File: config.mk
export PLATFORM = sky130hd
export DESIGN_NAME = vram_arbiter
export DESIGN_NICKNAME = d
export VERILOG_FILES = /design/src/rtl/vram_arbiter.sv
export SDC_FILE = /design/constraint.sdc
export NUM_CORES = 1
export LEC_CHECK = 0
export ABC_CLOCK_PERIOD_IN_PS = 1850
export CAP_MARGIN = 20
export CORE_ASPECT_RATIO = 0.6
export CORE_MARGIN = 2
export CORE_UTILIZATION = 42
export CTS_CLUSTER_SIZE = 10
export DETAILED_ROUTE_END_ITERATION = 10
export PLACE_DENSITY = 0.79
export SLEW_MARGIN = 20
export SYNTH_ARGS = -nofsm -noshare
export SYNTH_HDL_FRONTEND = slang
export SYNTH_SLANG_ARGS = --single-unit
File: constraint.sdc
create_clock -name vram_arb_clk_in -period 1.85 [get_ports vram_arb_clk_in]
set_clock_uncertainty 0.2 [all_clocks]
set_input_delay 0.185 -clock vram_arb_clk_in [delete_from_list [all_inputs] [get_ports vram_arb_clk_in]]
set_output_delay 0.185 -clock vram_arb_clk_in [all_outputs]
set_load 0.05 [all_outputs]
File: src/rtl/vram_arbiter.sv
// Arbitrates the 2 KB nametable VRAM between PPU render fetches and CPU PPUDATA
// accesses, applying cartridge nametable mirroring to form bank and address.
module vram_arbiter #(
    parameter int STARVE_LIMIT = 8
) (
    input  logic        vram_arb_clk_in,
    input  logic        vram_arb_reset_in,
    input  logic [1:0]  mirror_mode_in,
    input  logic        ppu_req_in,
    input  logic [13:0] ppu_addr_in,
    output logic [7:0]  ppu_data_out,
    output logic        ppu_valid_out,
    output logic        ppu_miss_out,
    input  logic        cpu_req_in,
    input  logic        cpu_we_in,
    input  logic [13:0] cpu_addr_in,
    input  logic [7:0]  cpu_wdata_in,
    output logic [7:0]  cpu_rdata_out,
    output logic        cpu_ack_out,
    output logic        ram_enable_out,
    output logic        ram_read_out,
    output logic        ram_write_out,
    output logic        ram_bank_out,
    output logic [9:0]  ram_address_out,
    output logic [7:0]  ram_data_out,
    input  logic [7:0]  ram_data_in,
    output logic [15:0] arb_debug_out
);

    localparam int SW = $clog2(STARVE_LIMIT + 1);
    localparam logic [SW-1:0] LIMIT = SW'(STARVE_LIMIT);

    logic          busy_r;
    logic [SW-1:0] starve_cnt_r;
    logic [7:0]    miss_cnt_r;
    logic [7:0]    grant_cnt_r;

    logic          s1_valid_r;
    logic          s1_cpu_r;
    logic          s1_we_r;
    logic          s1_inr_r;
    logic          s2_rd_r;
    logic          s2_cpu_r;
    logic          s2_inr_r;

    logic          cpu_elig_s;
    logic          grant_ppu_s;
    logic          grant_cpu_s;
    logic          grant_s;
    logic          is_write_s;
    logic [13:0]   gaddr_s;
    logic          in_range_s;
    logic          bank_s;

    // Grant decision: PPU first unless the pending CPU request has starved long enough.
    always_comb begin
        cpu_elig_s  = cpu_req_in & ~busy_r;
        grant_ppu_s = 1'b0;
        grant_cpu_s = 1'b0;
        if (vram_arb_reset_in) begin
            grant_ppu_s = 1'b0;
            grant_cpu_s = 1'b0;
        end else if (ppu_req_in && (!cpu_elig_s || (starve_cnt_r < LIMIT))) begin
            grant_ppu_s = 1'b1;
        end else if (cpu_elig_s) begin
            grant_cpu_s = 1'b1;
        end else begin
            grant_ppu_s = 1'b0;
            grant_cpu_s = 1'b0;
        end
    end

    assign grant_s      = grant_ppu_s | grant_cpu_s;
    assign is_write_s   = grant_cpu_s & cpu_we_in;
    assign ppu_miss_out = grant_cpu_s & ppu_req_in;

    // Nametable window and mirroring decode of the granted address.
    always_comb begin
        gaddr_s    = grant_cpu_s ? cpu_addr_in : ppu_addr_in;
        in_range_s = (gaddr_s[13:12] == 2'b10) ||
                     ((gaddr_s[13:12] == 2'b11) && (gaddr_s[11:8] != 4'hF));
        case (mirror_mode_in)
            2'd0:    bank_s = gaddr_s[11];
            2'd1:    bank_s = gaddr_s[10];
            2'd2:    bank_s = 1'b0;
            2'd3:    bank_s = 1'b1;
            default: bank_s = 1'b0;
        endcase
    end

    // Issue stage: RAM strobes one cycle after grant, zeroed when nothing is issued.
    always_ff @(posedge vram_arb_clk_in) begin
        if (vram_arb_reset_in) begin
            s1_valid_r      <= 1'b0;
            s1_cpu_r        <= 1'b0;
            s1_we_r         <= 1'b0;
            s1_inr_r        <= 1'b0;
            ram_enable_out  <= 1'b0;
            ram_read_out    <= 1'b0;
            ram_write_out   <= 1'b0;
            ram_bank_out    <= 1'b0;
            ram_address_out <= 10'd0;
            ram_data_out    <= 8'h00;
        end else begin
            s1_valid_r      <= grant_s;
            s1_cpu_r        <= grant_cpu_s;
            s1_we_r         <= is_write_s;
            s1_inr_r        <= in_range_s;
            ram_enable_out  <= grant_s & in_range_s;
            ram_read_out    <= grant_s & in_range_s & ~is_write_s;
            ram_write_out   <= grant_s & in_range_s & is_write_s;
            ram_bank_out    <= grant_s & in_range_s & bank_s;
            ram_address_out <= (grant_s && in_range_s) ? gaddr_s[9:0] : 10'd0;
            ram_data_out    <= (is_write_s && in_range_s) ? cpu_wdata_in : 8'h00;
        end
    end

    // Wait stage: RAM q becomes valid while a read sits here.
    always_ff @(posedge vram_arb_clk_in) begin
        if (vram_arb_reset_in) begin
            s2_rd_r  <= 1'b0;
            s2_cpu_r <= 1'b0;
            s2_inr_r <= 1'b0;
        end else begin
            s2_rd_r  <= s1_valid_r & ~s1_we_r;
            s2_cpu_r <= s1_cpu_r;
            s2_inr_r <= s1_inr_r;
        end
    end

    // Completion stage: writes ack from the issue stage, reads from the wait stage.
    always_ff @(posedge vram_arb_clk_in) begin
        if (vram_arb_reset_in) begin
            ppu_valid_out <= 1'b0;
            ppu_data_out  <= 8'h00;
            cpu_ack_out   <= 1'b0;
            cpu_rdata_out <= 8'h00;
        end else begin
            ppu_valid_out <= s2_rd_r & ~s2_cpu_r;
            cpu_ack_out   <= (s2_rd_r & s2_cpu_r) | (s1_valid_r & s1_cpu_r & s1_we_r);
            if (s2_rd_r && !s2_cpu_r) begin
                ppu_data_out <= s2_inr_r ? ram_data_in : 8'h00;
            end else begin
                ppu_data_out <= ppu_data_out;
            end
            if (s2_rd_r && s2_cpu_r) begin
                cpu_rdata_out <= s2_inr_r ? ram_data_in : 8'h00;
            end else begin
                cpu_rdata_out <= cpu_rdata_out;
            end
        end
    end

    // CPU busy flag, starvation counter and debug counters.
    always_ff @(posedge vram_arb_clk_in) begin
        if (vram_arb_reset_in) begin
            busy_r       <= 1'b0;
            starve_cnt_r <= '0;
            miss_cnt_r   <= 8'h00;
            grant_cnt_r  <= 8'h00;
        end else begin
            if (grant_cpu_s) begin
                busy_r <= 1'b1;
            end else if (cpu_ack_out) begin
                busy_r <= 1'b0;
            end else begin
                busy_r <= busy_r;
            end
            if (grant_cpu_s) begin
                starve_cnt_r <= '0;
            end else if (cpu_elig_s && (starve_cnt_r < LIMIT)) begin
                starve_cnt_r <= starve_cnt_r + SW'(1);
            end else begin
                starve_cnt_r <= starve_cnt_r;
            end
            if (ppu_miss_out && (miss_cnt_r != 8'hFF)) begin
                miss_cnt_r <= miss_cnt_r + 8'd1;
            end else begin
                miss_cnt_r <= miss_cnt_r;
            end
            if (grant_cpu_s) begin
                grant_cnt_r <= grant_cnt_r + 8'd1;
            end else begin
                grant_cnt_r <= grant_cnt_r;
            end
        end
    end

    assign arb_debug_out = {miss_cnt_r, grant_cnt_r};

endmodule
# Yosys cells after proc, flatten, opt, wreduce, memory -nomap -nowiden
# Index checks and enable logic that the tools add are counted.
classes:
  mul: 0
  reduce_logical: 17
  n_bitwise: 20
  n_div: 0
  n_eq_ne: 7
  muxes: 10
  shift: 0
  n_lt_le_gt_ge: 1
  addsub: 3
op_table:
  columns: ["operator", "n"]
  rows:
  - ["adder 8 x 1 -> 8 bit (second input constant)", 2]
  - ["2-to-1 mux 14 bit", 1]
  - ["bitwise AND 1 bit", 12]
  - ["equality test 2 bit (second input constant)", 4]
  - ["logical AND 1 bit", 8]
  - ["2-to-1 mux 8 bit", 1]
  - ["inequality test 8 bit (second input constant)", 1]
  - ["2-to-1 mux 1 bit", 7]
  - ["inverter 1 bit", 6]
  - ["OR reduction 2 bit", 3]
  - ["adder 4 x 1 -> 4 bit (second input constant)", 1]
  - ["< comparator 4 bit (second input constant)", 1]
  - ["inequality test 4 bit (second input constant)", 1]
  - ["one-hot mux 1 bit (4 select lines)", 1]
  - ["equality test 2 x 1 -> 1 bit (second input constant)", 1]
  - ["logical NOT 1 bit", 2]
  - ["logical NOT 2 bit", 1]
  - ["logical OR 1 bit", 2]
  - ["OR 1 bit", 2]
  - ["nonzero test 2 bit", 1]
word_totals:
  memories: 0
  romBits: 0
  word_cells: 79
  reg_bits: 68
  latchBits: 0
  in_bits: 51
  mem_bits_rw: 0

# Depth between registers and ports, before layout
# Gate-level depths: netlist of the first run.
depth:
  word_depth: 14
  ltp_mapped: 7
  ltp_nobuf: 5

# Worst setup path after synthesis of the first run
# Ideal clock, no wire load.
synth_path:
  path_kind: "reg2reg"
  start: "register miss_cnt_r[0]"
  end: "register miss_cnt_r[5]"
  arrival_ns: 1.698
  period_less_slack_ns: 2.021
  required_ns: 1.527
  n_path_buf: 1
  path_slack_ns: -0.171
  stages_incl_launch_ff: 7
  cell_sequence: "dfxtp_1 -> ha_1 -> nand3_1 -> nor2_1 -> buf_2 -> nor4_1 -> mux2_1"
synth_between:
  elab_chain_len: 2
  elab_cells_between_ends: 3
  classes_between: "1 x add/sub; 1 x eq/ne; 1 x reduce/logical"
synth_rtl:
  columns: ["element", "line_no", "rtl"]
  rows:
  - ["start: declaration", "35", "logic [7:0] miss_cnt_r;"]
  - ["start signal: assignment", "177", "miss_cnt_r <= miss_cnt_r + 8'd1;"]
  - ["start signal: assignment", "179", "miss_cnt_r <= miss_cnt_r;"]
  - ["branches (longest 2 deep; another with adder 8 x 1 -> 8 bit)", null, null]
# Parallel ways; which one is timed is not known.
# A chain may end at the register's enable or synchronous reset.

# Final worst setup path of the first run
layout_path:
  start: "input cpu_req_in"
  end: "output ppu_miss_out"
layout_between:
  elab_chain_len: 7
  elab_cells_between_ends: 8
  classes_between: "3 x mux; 2 x bitwise; 3 x reduce/logical"
layout_rtl:
  columns: ["element", "line_no", "rtl"]
  rows:
  - ["start: declaration", "14", "input logic cpu_req_in,"]
  - ["bitwise AND 1 bit (*)", "57", "cpu_elig_s = cpu_req_in & ~busy_r;"]
  - ["logical NOT 1 bit", "63", "end else if (ppu_req_in && (!cpu_elig_s || (starve_cnt_r < LIMIT))) begin"]
  - ["logical OR 1 bit", "63", null]
  - ["logical AND 1 bit", "63", null]
  - ["2-to-1 mux 1 bit (*)", "63", null]
  - ["2-to-1 mux 1 bit (*)", "60", "if (vram_arb_reset_in) begin"]
  - ["bitwise AND 1 bit (*)", "75", "assign ppu_miss_out = grant_cpu_s & ppu_req_in;"]
  - ["end: declaration", "13", "output logic ppu_miss_out,"]
# Every way passes the cells marked *; elsewhere a longest branch is shown, timed or not.

==> results of run 1 <==
## logic make-up (layout without fill, tap and decap cells)
| family | after synthesis | count (layout) |
|---|---|---|
| AOI/OAI and AO/OA | 54 | 54 |
| DFF | 68 | 68 |
| muxes | 5 | 5 |
| adders and majority gates | 3 | 3 |
| and+or+nand+nor | 129 | 129 |
| xor gates and xnor gates | 7 | 7 |
| buffers and inverters | 25 | 150 |
## power breakdown
group          internal [mW]  total (mW)  switching [mW]
registers               1.50        1.52          0.0230
logic                  0.181       0.372           0.190
clock network          0.795        1.35           0.552
## stage by stage
step | cell area, um^2 | power, mW
finish | 4030 | 3.24
global route | 4030 | 3.38
CTS | 4000 | 3.28
detailed placement | 3780 | 1.92
global placement | 3780 | 1.92
floorplan | 2620 | 1.73
## worst min path at each step
stage	start	to	slack, ns	cells after the start
after floorplan	mirror_mode_in[0]	ram_bank_out$_SDFF_PP0_	0.10	1
after global placement	s1_we_r$_SDFF_PP0_	s2_rd_r$_SDFF_PP0_	0.23	1
after detailed placement	s1_inr_r$_SDFF_PP0_	s2_inr_r$_SDFF_PP0_	0.23	1
after CTS	cpu_addr_in[2]	ram_address_out[2]$_SDFF_PP0_	0.18	3
after global routing	cpu_addr_in[1]	ram_address_out[1]$_SDFF_PP0_	0.19	3
final	cpu_addr_in[7]	ram_address_out[7]$_SDFF_PP0_	0.20	3
## cells in the final DEF, fill, tap and decap left out, drive strengths merged, types with 4 or more instances in the layout
cell and n:
dfxtp 68, buf 61, clkdlybuf4s50 50, nand2 46, a21oi 36, nand3 26
nor2 11, and2 11, clkbuf 10, dlymetal6s2s 10, inv 9, nor3 6
nor2b 6, dlygate4sd2 5, nand4 5, mux2i 4, xor2 4, nand2b 4
## layout make-up
type	instances	area, um^2
sequential	68	1370
multi-input combinational	198	1150
tap	84	105
timing repair buffer	126	1150
inverter	8	30.0
fill	526	2030
clock buffer	10	138
clock inverter	6	86.3
## per-layer routing
metal / share of wire / track usage
met4: 0.0050 / 0.0444
met3: 0.11 / 0.0962
met2: 0.43 / 0.312
met5: 0 / 0
met1: 0.45 / 0.262
## timing repair
item | in CTS | in global routing
endpoints found under the setup margin | 6 | 13
pin swaps | 0 | 0
resized for setup | 8 | 12
gates cloned | 0 | 0
hold buffers | 0 | 0
## worst max-delay path, delay by kind of cell
| family | cells | cell delay [ns] |
|---|---|---|
| simple gates | 2 | 0.33 |
| buf+inv | 4 | 0.88 |
## flip-flops by register name, summed over array words and instances (netlist names), 4 cells and up
| name | flops |
|---|---|
| grant_cnt_r | 8 |
| miss_cnt_r | 8 |
| ppu_data_out | 8 |
| cpu_rdata_out | 8 |
| ram_address_out | 10 |
| ram_data_out | 8 |
| starve_cnt_r | 4 |
==> impl_metrics.yaml, run 1 <==
status:
  status: "finished, final reports clean"
logic_synthesis:
  synthTopCellsByArea: "dfxtp_1, a21oi_1, nand2_1, nand3_1, and2_1"
  yosys.area_share.simple: 0.255
  synthAdderAreaFrac: 0.0144
  yosys.area.top_type: "dfxtp_1"
  synth_cell_type_count: 45
  synth_compound_area_frac: 0.124
  async_flop_share: 0
  synth_top_area_share: 0.521
  synthMuxAreaShare: 0.0196
  ys_warn_count: 0
  syn-num-nets: 345
  yosys.area_share.xor_xnor: 0.0235
  synth_flop_cell: "dfxtp_1"
  ys_seq_area_frac: 0.521
  synth_enable_flop_cells: 0
  syn_avg_cell_area_um2: 8.98
  yosysMostFrequentCell: "dfxtp_1"
  yosys-top-cells-count: "dfxtp_1, nand2_1, a21oi_1"
  synth_top_family_by_area: "simple AND/OR/NAND/NOR gates"
  synth.cell_area_um2: 2610
  synth-seq-cells: 68
  netlist_instances: 291
worst_setup_path:
  r2r_start: "miss_cnt_r[0]$_SDFFE_PP0P_"
  rr_endpoint: "miss_cnt_r[3]$_SDFFE_PP0P_"
  critical_path.cell_chain: "clkdlybuf4s50_1 > nor2b_4 > nand4_4 > buf_4 > inv_2 > buf_12"
  endpoint: "ppu_miss_out"
  regToRegSetupSlack_ns: 0.09
  crit_arrival_ns: 1.41
  critPathLaunchType: "input port"
  slowest_delay_ns: 0.50
  worstSetupPathType: "in2out"
  critical_path.max_fanout: 7
  worstRegToRegCells: 6
  cp-end-kind: "output port"
  crit_required_ns: 1.46
  cp-startpoint: "cpu_req_in"
  slowest_stage: "clkdlybuf4s50_1"
final_layout:
  stdcell_count: 500
  final_nets: 465
  drive_above_1_share: 0.231
  utilization: 0.665
  num_antenna_cells: 0
  syn_to_final_growth_pct: 54.2
place:
  gp_congestion: 0.819
  hpwl_mm: 5.11
  dp_cells: 484
  pre_cts_slack_ns: -0.197
  portBuffers: 107
floorplanning:
  rows: 22
  coreArea_um2: 6060
  die_w_um: 106
  die_area_um2: 6890
  initial_utilization: 0.432
  die_height_um: 65.1
  boundaryPins: 108
global_route:
  overflow: 0
  track_usage: 0.203
  grt_max_degree: 23
  grt_pass1_wl_mm: 11.1
  grt_pass1_vias: 2387
  antenna_found_initial: 0
route:
  viasPerCell: 5.01
  drt_first_pass_iters: 4
  drtIter0Drc: 122
  via_count: 2503
  routed_wl_mm: 6.82
  drc: 0
  wire_per_inst_um: 13.6
  ant_nets: 0
sta:
  timing.fmax_mhz: 556
  finalSetupTns_ns: 0
  slew_headroom: 0.637
  fin_crit_sh: 0.973
  worst_pin_slew_ns: 0.543
  fin_hold_ws_ns: 0.198
  timing.final.hold_violations: 0
  rsz0062_at_grt: "no"
  finalCriticalPeriod_ns: 1.80
  layout_setup_ws_ns: 0.0508
  setup_viol: 0
  report.final.slew_viol_count: 0
clock_tree:
  cts_buffers: 9
  clock_sinks: 68
  insertion_delay_ns: 0.33
  cts_root_buffer: "clkbuf_8"
  htreeDepth: 3
  cts_setup_buffers: 0
  cts_tree: "done"
  clkSlewWorstSetupHoldPaths_ns: 0.07
  clockBufferDepth: 2
power:
  p_leak_nw: 1.82
  power_density_nw_per_um2: 803
  max-vdd-ir-drop_mv: 0.422
worst_hold_path:
  hp-class: "in2reg"
flow_run:
  cap_violations: 0
Note: power is estimated with default switching activity, not from simulation.
==> run 2: changes to the inputs <==
==> config.mk (replaced) <==
export PLATFORM = sky130hd
export DESIGN_NAME = vram_arbiter
export DESIGN_NICKNAME = d
export VERILOG_FILES = /design/src/rtl/vram_arbiter.sv
export SDC_FILE = /design/constraint.sdc
export NUM_CORES = 1
export LEC_CHECK = 0
export ABC_CLOCK_PERIOD_IN_PS = 2060
export CAP_MARGIN = 20
export CORE_ASPECT_RATIO = 0.6
export CORE_UTILIZATION = 40
export CTS_CLUSTER_SIZE = 10
export DETAILED_ROUTE_END_ITERATION = 10
export PLACE_DENSITY = 0.76
export SLEW_MARGIN = 20
export SYNTH_ARGS = -nofsm -noshare
export SYNTH_HDL_FRONTEND = slang
export SYNTH_SLANG_ARGS = --single-unit
==> constraint.sdc (replaced) <==
create_clock -name vram_arb_clk_in -period 2.06 [get_ports vram_arb_clk_in]
set_clock_uncertainty 0.2 [all_clocks]
set_input_delay 0.206 -clock vram_arb_clk_in [delete_from_list [all_inputs] [get_ports vram_arb_clk_in]]
set_output_delay 0.206 -clock vram_arb_clk_in [all_outputs]
set_load 0.05 [all_outputs]
==> impl_metrics.yaml, run 2 (synthesis gave the netlist of run 1 again) <==
power:
  power_mw: 2.79
  max-vdd-ir-drop_mv: 0.425
  power_density_nw_per_um2: 697
  p_leak_nw: 1.53
clock_tree:
  clockBufferDepth: 2
  cts_setup_buffers: 0
  cts_hold_buf: 0
  clkSlewWorstSetupHoldPaths_ns: 0.07
  insertion_delay_ns: 0.34
  cts_tree: "done"
  clock_sinks: 68
  cts_buffers: 9
  htreeDepth: 3
  cts_resized: 0
  cts_root_buffer: "clkbuf_8"
global_route:
  track_usage: 0.212
  grt_max_degree: 23
  grt_pass1_vias: 2292
  antenna_found_initial: 0
  grt_pass1_wl_mm: 11.0
  overflow: 0
sta:
  timing.final.hold_violations: 0
  finalSetupTns_ns: 0
  worst_pin_slew_ns: 0.568
  finalCriticalPeriod_ns: 2.01
  fin_crit_sh: 0.974
  report.final.slew_viol_count: 0
  rsz0062_at_grt: "no"
  slew_headroom: 0.620
  setup_viol: 0
  fin_hold_ws_ns: 0.214
  timing.fmax_mhz: 498
final_layout:
  num_antenna_cells: 0
  syn_to_final_growth_pct: 53.4
  max_flop_register: "ram_address_out"
  final_nets: 457
  final_common_cell: "clkdlybuf4s50_1"
  drive_above_1_share: 0.0882
  postLayoutCellArea_um2: 4010
  n_fill_cell: 555
  layout_common_cells: "clkdlybuf4s50_1, dfxtp_1, nand2_1, a21oi_1, nand3_1"
  largest_register_ff_count: 10
floorplanning:
  initial_utilization: 0.420
  rows: 22
  die_w_um: 106
  coreArea_um2: 6220
  boundaryPins: 108
  die_area_um2: 6870
  die_height_um: 64.6
worst_setup_path:
  worstRegToRegCells: 5
  cp-end-kind: "output port"
  critPathLaunchType: "input port"
  crit_required_ns: 1.65
  crit_arrival_ns: 1.60
  worstSetupPathType: "in2out"
  critical_path.max_fanout: 7
worst_hold_path:
  whs_path_depth: 3
  hp-class: "in2reg"
place:
  hpwl_mm: 5.10
  portBuffers: 107
  place_area_um2: 3800
  gp_congestion: 0.836
route:
  ant_nets: 0
  via_count: 2538
  drc: 0
  viasPerCell: 5.16
  drt_first_pass_iters: 5
  wire_per_inst_um: 13.9
  routed_wl_mm: 6.82
  drtIter0Drc: 79
status:
  status: "finished, final reports clean"
flow_run:
  cap_violations: 0
run 2: power breakdown:
group / internal (mW) / switching [mW] / total [mW]
Combinational: 0.157 / 0.171 / 0.328
Clock: 0.621 / 0.482 / 1.10
Sequential: 1.34 / 0.0197 / 1.36
Total: 2.12 / 0.672 / 2.79
run 2: through the flow:
stage / util / cells / setup slack, ns
5_1_grt: 0.645 / 492 / 0.00148
3_5_place_dp: 0.611 / 476 / -0.0936
3_3_place_gp: 0.611 / 476 / -0.0384
6_report: 0.645 / 492 / 0.0537
2_1_floorplan: - / 291 / 0.0385
4_1_cts: 0.643 / 492 / 0.0104
run 2: path summary, 6_finish.rpt:
path	startpoint	to	slack [ns]
worst max register to register	miss_cnt_r[0]$_SDFFE_PP0P_	miss_cnt_r[5]$_SDFFE_PP0P_	0.19
worst min register to register	s1_inr_r$_SDFF_PP0_	s2_inr_r$_SDFF_PP0_	0.24
worst min-delay path	cpu_addr_in[4]	ram_address_out[4]$_SDFF_PP0_	0.21
worst max-delay path	cpu_req_in	ppu_miss_out	0.05
run 2: cell type report:
cell class / instances / area, um^2 / share of cell area
clock inverter: 4 / 47.5 / 0.0119
inverter: 8 / 30.0 / 0.00749
clock buffer: 12 / 155 / 0.0387
sequential: 68 / 1360 / 0.339
tap: 84 / 105 / 0.0262
multi-input combinational: 198 / 1140 / 0.284
timing repair buffer: 118 / 1170 / 0.292
run 2: critical path, cell delays in order:
cell	delay, ns
clkdlybuf4s50_1	0.49
nor2b_2	0.25
nand4_4	0.18
buf_4	0.19
inv_1	0.13
buf_12	0.15
run 2: routing by layer:
layer / share of wire / vias to the layer above / track usage
met4: 0.011 / 0 / 0.0781
met3: 0.12 / 8 / 0.102
met2: 0.42 / 120 / 0.305
met5: 0 / - / 0
li1: - / 1228 / -
met1: 0.45 / 1182 / 0.273
